File: src/rtl/config_pkg.sv
`default_nettype none
// ============================================================================
// Module      : config_pkg
// Description : Shared constants, header field positions and loader state
//               encoding for the fabric configuration loader.
// Revision    : 1.0 - initial release
// ============================================================================
package config_pkg;

   localparam int CFG_WORD_W  = 32;

   // Header word layout: tile address in the upper half, word count below.
   localparam int TILE_ID_MSB = 31;
   localparam int TILE_ID_LSB = 16;
   localparam int COUNT_MSB   = 15;
   localparam int COUNT_LSB   = 0;

   typedef enum logic [1:0] {
      ST_HEADER  = 2'd0,
      ST_PAYLOAD = 2'd1,
      ST_DROP    = 2'd2,
      ST_CHECK   = 2'd3
   } loader_state_t;

   function automatic logic [15:0] hdr_tile_id(input logic [CFG_WORD_W-1:0] w);
      return w[TILE_ID_MSB:TILE_ID_LSB];
   endfunction

   function automatic logic [15:0] hdr_count(input logic [CFG_WORD_W-1:0] w);
      return w[COUNT_MSB:COUNT_LSB];
   endfunction

endpackage
`default_nettype wire

File: src/rtl/cfg_byte_packer.sv
`default_nettype none
// ============================================================================
// Module      : cfg_byte_packer
// Description : Packs a little-endian byte stream into 32-bit words. The
//               completed word is presented combinationally on the edge that
//               accepts the 4th byte, so the consumer can register it there.
// Revision    : 1.0 - initial release
// ============================================================================
module cfg_byte_packer
   import config_pkg::*;
(
   input  logic                  clk,
   input  logic                  reset,
   input  logic [7:0]            i_byte,
   input  logic                  i_accept,
   output logic [CFG_WORD_W-1:0] o_word,
   output logic                  o_word_valid,
   output logic                  o_partial
);

   logic [1:0]  r_cnt;
   logic [23:0] r_buf;

   // Byte counter and lower three byte lanes; the 4th byte bypasses storage.
   always_ff @(posedge clk or negedge reset) begin
      if (!reset) begin
         r_cnt <= 2'd0;
         r_buf <= 24'd0;
      end else if (i_accept) begin
         r_cnt <= r_cnt + 2'd1;
         case (r_cnt)
            2'd0:    r_buf[7:0]   <= i_byte;
            2'd1:    r_buf[15:8]  <= i_byte;
            2'd2:    r_buf[23:16] <= i_byte;
            default: ;
         endcase
      end
   end

   assign o_word       = {i_byte, r_buf};
   assign o_word_valid = i_accept & (r_cnt == 2'd3);
   assign o_partial    = (r_cnt != 2'd0);

endmodule
`default_nettype wire

File: src/rtl/config_loader.sv
`default_nettype none
// ============================================================================
// Module      : config_loader
// Description : Fabric configuration front-end. Packs bitstream bytes into
//               words, parses addressed packets (header: tile_id/count) and
//               strobes one word per cycle into the addressed tile.
//               Optional trailer checksum: define CONFIG_LOADER_CHECKSUM_EN.
// Revision    : 1.0 - initial release
// ============================================================================
module config_loader
   import config_pkg::*;
#(
   parameter int NUM_TILES = 16,
   parameter int WORD_W    = 32
) (
   input  logic                 clk,
   input  logic                 reset,
   input  logic [7:0]           in_data,
   input  logic                 in_valid,
   output logic                 in_ready,
   output logic [WORD_W-1:0]    config_data,
   output logic [NUM_TILES-1:0] config_en,
   output logic                 busy,
   output logic                 done,
   output logic                 err_bad_tile,
   output logic                 err_checksum
);

`ifdef CONFIG_LOADER_CHECKSUM_EN
   localparam loader_state_t c_state_after_last = ST_CHECK;
`else
   localparam loader_state_t c_state_after_last = ST_HEADER;
`endif

   logic                  r_in_ready;
   loader_state_t         r_state, w_state_nx;
   logic [15:0]           r_tile_id, w_tile_id_nx;
   logic [15:0]           r_remaining, w_remaining_nx;
   logic [WORD_W-1:0]     r_config_data, w_config_data_nx;
   logic [NUM_TILES-1:0]  r_config_en, w_config_en_nx;
   logic                  r_done, w_done_nx;
   logic                  r_err_bad_tile, w_err_bad_tile_nx;

   logic                  w_accept;
   logic [CFG_WORD_W-1:0] w_word;
   logic                  w_word_valid;
   logic                  w_partial;
   logic [15:0]           w_hdr_tile;
   logic [15:0]           w_hdr_count;
   logic [NUM_TILES-1:0]  w_onehot;

`ifdef CONFIG_LOADER_CHECKSUM_EN
   logic [CFG_WORD_W-1:0] r_csum, w_csum_nx;
   logic                  r_err_checksum, w_err_checksum_nx;
`endif

   // Ready rises on the first edge after reset release and then stays high;
   // no byte can be accepted before that edge, which keeps the release clean.
   always_ff @(posedge clk or negedge reset) begin
      if (!reset) r_in_ready <= 1'b0;
      else        r_in_ready <= 1'b1;
   end

   assign w_accept = in_valid & r_in_ready;

   cfg_byte_packer u_packer (
      .clk          (clk),
      .reset        (reset),
      .i_byte       (in_data),
      .i_accept     (w_accept),
      .o_word       (w_word),
      .o_word_valid (w_word_valid),
      .o_partial    (w_partial)
   );

   assign w_hdr_tile  = hdr_tile_id(w_word);
   assign w_hdr_count = hdr_count(w_word);
   // Only used in PAYLOAD, where tile_id is known to be in range.
   assign w_onehot    = NUM_TILES'(1'b1) << r_tile_id;

   // Packet parser: next state and registered outputs, advanced per word.
   always_comb begin
      w_state_nx        = r_state;
      w_tile_id_nx      = r_tile_id;
      w_remaining_nx    = r_remaining;
      w_config_data_nx  = r_config_data;
      w_config_en_nx    = '0;
      w_done_nx         = 1'b0;
      w_err_bad_tile_nx = r_err_bad_tile;
`ifdef CONFIG_LOADER_CHECKSUM_EN
      w_csum_nx         = r_csum;
      w_err_checksum_nx = r_err_checksum;
`endif
      if (w_word_valid) begin
         case (r_state)
            ST_HEADER: begin
               w_tile_id_nx   = w_hdr_tile;
               w_remaining_nx = w_hdr_count;
`ifdef CONFIG_LOADER_CHECKSUM_EN
               w_csum_nx      = w_word;
`endif
               if (w_hdr_count == 16'd0) begin
                  w_state_nx = ST_HEADER;
               end else if (32'(w_hdr_tile) >= 32'(NUM_TILES)) begin
                  w_err_bad_tile_nx = 1'b1;
                  w_state_nx        = ST_DROP;
               end else begin
                  w_state_nx = ST_PAYLOAD;
               end
            end
            ST_PAYLOAD, ST_DROP: begin
               if (r_state == ST_PAYLOAD) begin
                  w_config_data_nx = w_word;
                  w_config_en_nx   = w_onehot;
               end
               w_remaining_nx = r_remaining - 16'd1;
`ifdef CONFIG_LOADER_CHECKSUM_EN
               w_csum_nx      = r_csum ^ w_word;
`endif
               if (r_remaining == 16'd1) begin
                  w_done_nx  = 1'b1;
                  w_state_nx = c_state_after_last;
               end
            end
`ifdef CONFIG_LOADER_CHECKSUM_EN
            ST_CHECK: begin
               if (w_word != r_csum) w_err_checksum_nx = 1'b1;
               w_state_nx = ST_HEADER;
            end
`endif
            default: w_state_nx = ST_HEADER;
         endcase
      end
   end

   // Parser state and output registers.
   always_ff @(posedge clk or negedge reset) begin
      if (!reset) begin
         r_state        <= ST_HEADER;
         r_tile_id      <= 16'd0;
         r_remaining    <= 16'd0;
         r_config_data  <= '0;
         r_config_en    <= '0;
         r_done         <= 1'b0;
         r_err_bad_tile <= 1'b0;
      end else begin
         r_state        <= w_state_nx;
         r_tile_id      <= w_tile_id_nx;
         r_remaining    <= w_remaining_nx;
         r_config_data  <= w_config_data_nx;
         r_config_en    <= w_config_en_nx;
         r_done         <= w_done_nx;
         r_err_bad_tile <= w_err_bad_tile_nx;
      end
   end

`ifdef CONFIG_LOADER_CHECKSUM_EN
   // Running XOR of header and payload words, plus sticky mismatch flag.
   always_ff @(posedge clk or negedge reset) begin
      if (!reset) begin
         r_csum         <= '0;
         r_err_checksum <= 1'b0;
      end else begin
         r_csum         <= w_csum_nx;
         r_err_checksum <= w_err_checksum_nx;
      end
   end
   assign err_checksum = r_err_checksum;
`else
   assign err_checksum = 1'b0;
`endif

   assign in_ready     = r_in_ready;
   assign config_data  = r_config_data;
   assign config_en    = r_config_en;
   assign done         = r_done;
   assign err_bad_tile = r_err_bad_tile;
   assign busy         = (r_state != ST_HEADER) | w_partial;

endmodule
`default_nettype wire

File: config.mk
export PLATFORM = sky130hd
export DESIGN_NAME = config_loader
export DESIGN_NICKNAME = d
export VERILOG_FILES = /design/src/rtl/config_pkg.sv /design/src/rtl/cfg_byte_packer.sv /design/src/rtl/config_loader.sv
export SDC_FILE = /design/constraint.sdc
export NUM_CORES = 1
export LEC_CHECK = 0
export CAP_MARGIN = 20
export CORE_MARGIN = 1.5
export CORE_UTILIZATION = 25
export DETAILED_ROUTE_END_ITERATION = 16
export GPL_ROUTABILITY_DRIVEN = 1
export GPL_TIMING_DRIVEN = 0
export PLACE_DENSITY_LB_ADDON = 0.12
export SLEW_MARGIN = 20
export SYNTH_ARGS = -nofsm -noshare
export SYNTH_HDL_FRONTEND = slang
export SYNTH_SLANG_ARGS = --single-unit
File: constraint.sdc
create_clock -name clk -period 3.9 [get_ports clk]
set_clock_uncertainty 0.2 [all_clocks]
set_input_delay 0.78 -clock clk [delete_from_list [all_inputs] [get_ports clk]]
set_output_delay 0.78 -clock clk [all_outputs]
set_load 0.05 [all_outputs]
==> impl_metrics.yaml <==
global_routing:
  grt_antenna_before_repair: 0
  overflow: 0
  grt_pass1_wl_mm: 18.8
  grt_pass1_vias: 3265
  grt.total_usage_pct: 12.6
  grt_max_degree: 77
sta:
  finalCritPeriodShare_pct: 75.8
  hold_viol: 0
  rsz0062_at_grt: "false"
  fmax_ghz: 0.338
  finalSetupViolCount: 0
  fin_setup_tns_ns: 0
  slew_violations: 0
  worst_slew_pin_slew_ns: 0.964
  slew_headroom_pct: 35.2
  worst_slack_ns: 0.942
  period_minus_slack_ns: 2.96
cells_and_area:
  fin_area_sq_um: 5960
  ff_latch_area_sq_um: 2780
  multi_input_area_sq_um: 1840
  antennaDiodeCount: 0
  area_growth_pct: 26.8
  fillers: 1805
  layout-drive-gt1-share_pct: 21.8
  nets: 460
flow_run:
  maxCapViolations: 0
setup_path:
  r2r_cells: 7
  reg2reg_slack_ns: 1.36
  crit_fanout: 10
  reg2reg_to: "r_remaining[6]"
  critPathKind: "input port to flop"
  timing.rr.start: "u_packer.r_cnt[0]"
  crit_start: "in_valid"
  cp-start-kind: "input port"
  required_ns: 3.94
  crit_arrival_ns: 3.00
  endpoint: "r_tile_id[11]"
  crit_path_end_kind: "flop"
route:
  wl_per_cell_um: 17.3
  drt_iter0_drc: 120
  num_vias: 3153
  drc: 0
  totalWireLength_mm: 11.7
  vias_per_cell: 4.68
  dr.pass1.iters: 5
  ant_nets: 0
synth:
  synth_edf_count: 0
  synthCells: 366
  avgSynthCellArea_sq_um: 12.8
  yosys.area_share.xor_xnor_pct: 0.186
  synth-warning-count: 0
  synthSimpleGateAreaFrac_pct: 12.3
  synthTopCellsByArea: "dfrtp_1 59%, mux2_2 18%, ha_1 2.4%"
  synth_top_family_by_area: "multiplexers"
  synth_nets: 386
  synth_top_area_share_pct: 59.1
  synthAdderAreaFrac_pct: 2.40
  netlist_area_sq_um: 4700
  yosysTopAreaCell: "dfrtp_1"
  synthArstFlopShare_pct: 100
  synth_cell_types: 38
  synth.yosys.seq_area_share_pct: 59.1
  synthMuxAreaShare_pct: 19.4
  synth-compound-area-share_pct: 4.69
  synthFlopType: "dfrtp_1"
  synth_seq_cells: 111
outcome:
  status: "finished, final reports clean"
cts:
  hold_buffers: 0
  cts_tree: "done"
  ctsHtreeMaxLevel: 3
  cts_root_buf: "clkbuf_16"
  clk_pin_slew_ns: 0.07
  clock_latency_ns: 0.36
  cts_resized: 0
  cts.sinks: 111
  cts_inserted_buffers: 9
  cts_setup_buffers: 0
  cts_buffer_depth: 2
floorplan:
  die_h_um: 140
  design.die.area_sq_um: 19600
  core_area_sq_um: 18200
  start_util_pct: 25.8
  row_count: 49
  ios: 64
  dieWidth_um: 140
placement:
  pre_cts_slack_ns: 0.543
  gp_congestion: 0.768
  dp_hpwl_mm: 8.08
  place_area_sq_um: 5640
  portBuffers: 62
power_and_ir_drop:
  leakage_nw: 2.66
  peakVddDrop_mv: 0.228
  power_per_cell_area_nw_per_um2: 632
min_path:
  hp-class: "input port to async pin"
[Yosys cell counts (2+ instances only)]
master / n
nor3_1: 8
mux2i_1: 9
buf_1: 2
ha_1: 9
and4b_1: 3
nor4_1: 12
nand4_1: 6
inv_1: 7
nand2b_1: 5
nor2b_1: 2
dfrtp_1: 111
a21oi_1: 14
nand2_1: 19
conb_1: 2
o22ai_1: 14
nand3_1: 12
nor3b_1: 3
mux2_2: 73
and2_1: 2
nor2_1: 15
or3_1: 2
nand4b_1: 3
o21ai_0: 8
clkbuf_1: 11
[layer usage]
metal | global-route usage [%] | wire length (um) | up-vias
met4 | 5.98 | 210 | 0
met3 | 2.32 | 382 | 10
met2 | 19.2 | 5300 | 61
met5 | 0 | 0 | -
met1 | 17.4 | 5770 | 1602
li1 | - | - | 1480
[cell families (layout without fill, tap and decap cells)]
kind of cell / Yosys count / in the layout
AND/OR/NAND/NOR: 101 / 101
adder cells (fa/ha/maj): 9 / 9
AO/OA/AOI/OAI: 39 / 39
multiplexers: 82 / 82
XOR/XNOR: 1 / 1
buffers and inverters: 21 / 100
flip-flops: 111 / 111
other: 2 / 2
[state kept, by name (all words and copies together) (netlist names), 2 cells and up]
signal / cells
r_remaining: 16
config_data: 32
r_tile_id: 16
config_en: 16
r_state: 2
u_packer.r_buf: 24
u_packer.r_cnt: 2
[final cells by class]
class	count	share of cell area, %
buffer	14	0.945
clock buffer	11	4.24
clock inverter	5	1.07
inverter	7	0.441
multi-input combinational	234	30.9
sequential	111	46.6
tap	229	4.81
timing repair buffer	63	10.9
[stage by stage]
stage | std cells | hold WS [ns] | power (mW) | util (%)
finish | 674 | 0.112 | 3.76 | 32.7
global route | 674 | 0.124 | 4.02 | 32.7
floorplan | 366 | 0.270 | 2.44 | -
CTS | 674 | 0.105 | 3.82 | 32.7
global placement | 657 | 0.284 | 2.78 | 30.8
detailed placement | 658 | 0.287 | 2.81 | 31.0
[critical path: stages]
cell	delay, ns
clkdlybuf4s50_1	0.50
and2_1	0.20
clkbuf_1	0.39
nand3_1	0.40
clkbuf_1	0.38
mux2_2	0.35
[where the power goes]
group	switching, mW	total, mW	internal, mW
sequential	0.318	1.74	1.42
clock	0.448	0.990	0.541
combinational	0.530	1.04	0.506
[layout by cell type, fill, tap and decap left out, types with 3 or more instances in the layout]
cell and count:
dfrtp_1 111, mux2_2 73, clkdlybuf4s50_1 61, nand2_1 19, nor2_1 15, a21oi_1 14, o22ai_1 14, nand3_1 12
clkbuf_1 11, nor4_1 11, mux2i_1 9, ha_1 9, clkbuf_16 9, nor3_1 8, o21ai_0 8, inv_1 7
nand4_1 6, nand2b_1 5, and4b_1 3, nor3b_1 3, nand4b_1 3
[how the worst min path moves through the flow]
stage / cells past startpoint / startpoint / endpoint / slack (ns)
2_1_floorplan: 1 / r_tile_id[7] / r_tile_id[7] / 0.27
3_3_place_gp: 1 / r_tile_id[11] / r_tile_id[11] / 0.28
3_5_place_dp: 1 / r_tile_id[7] / r_tile_id[7] / 0.29
4_1_cts: 1 / reset / r_tile_id[6] / 0.11
5_1_grt: 1 / reset / r_tile_id[6] / 0.12
6_report: 1 / reset / r_tile_id[6] / 0.11
Note: power is estimated with default switching activity, not from simulation.
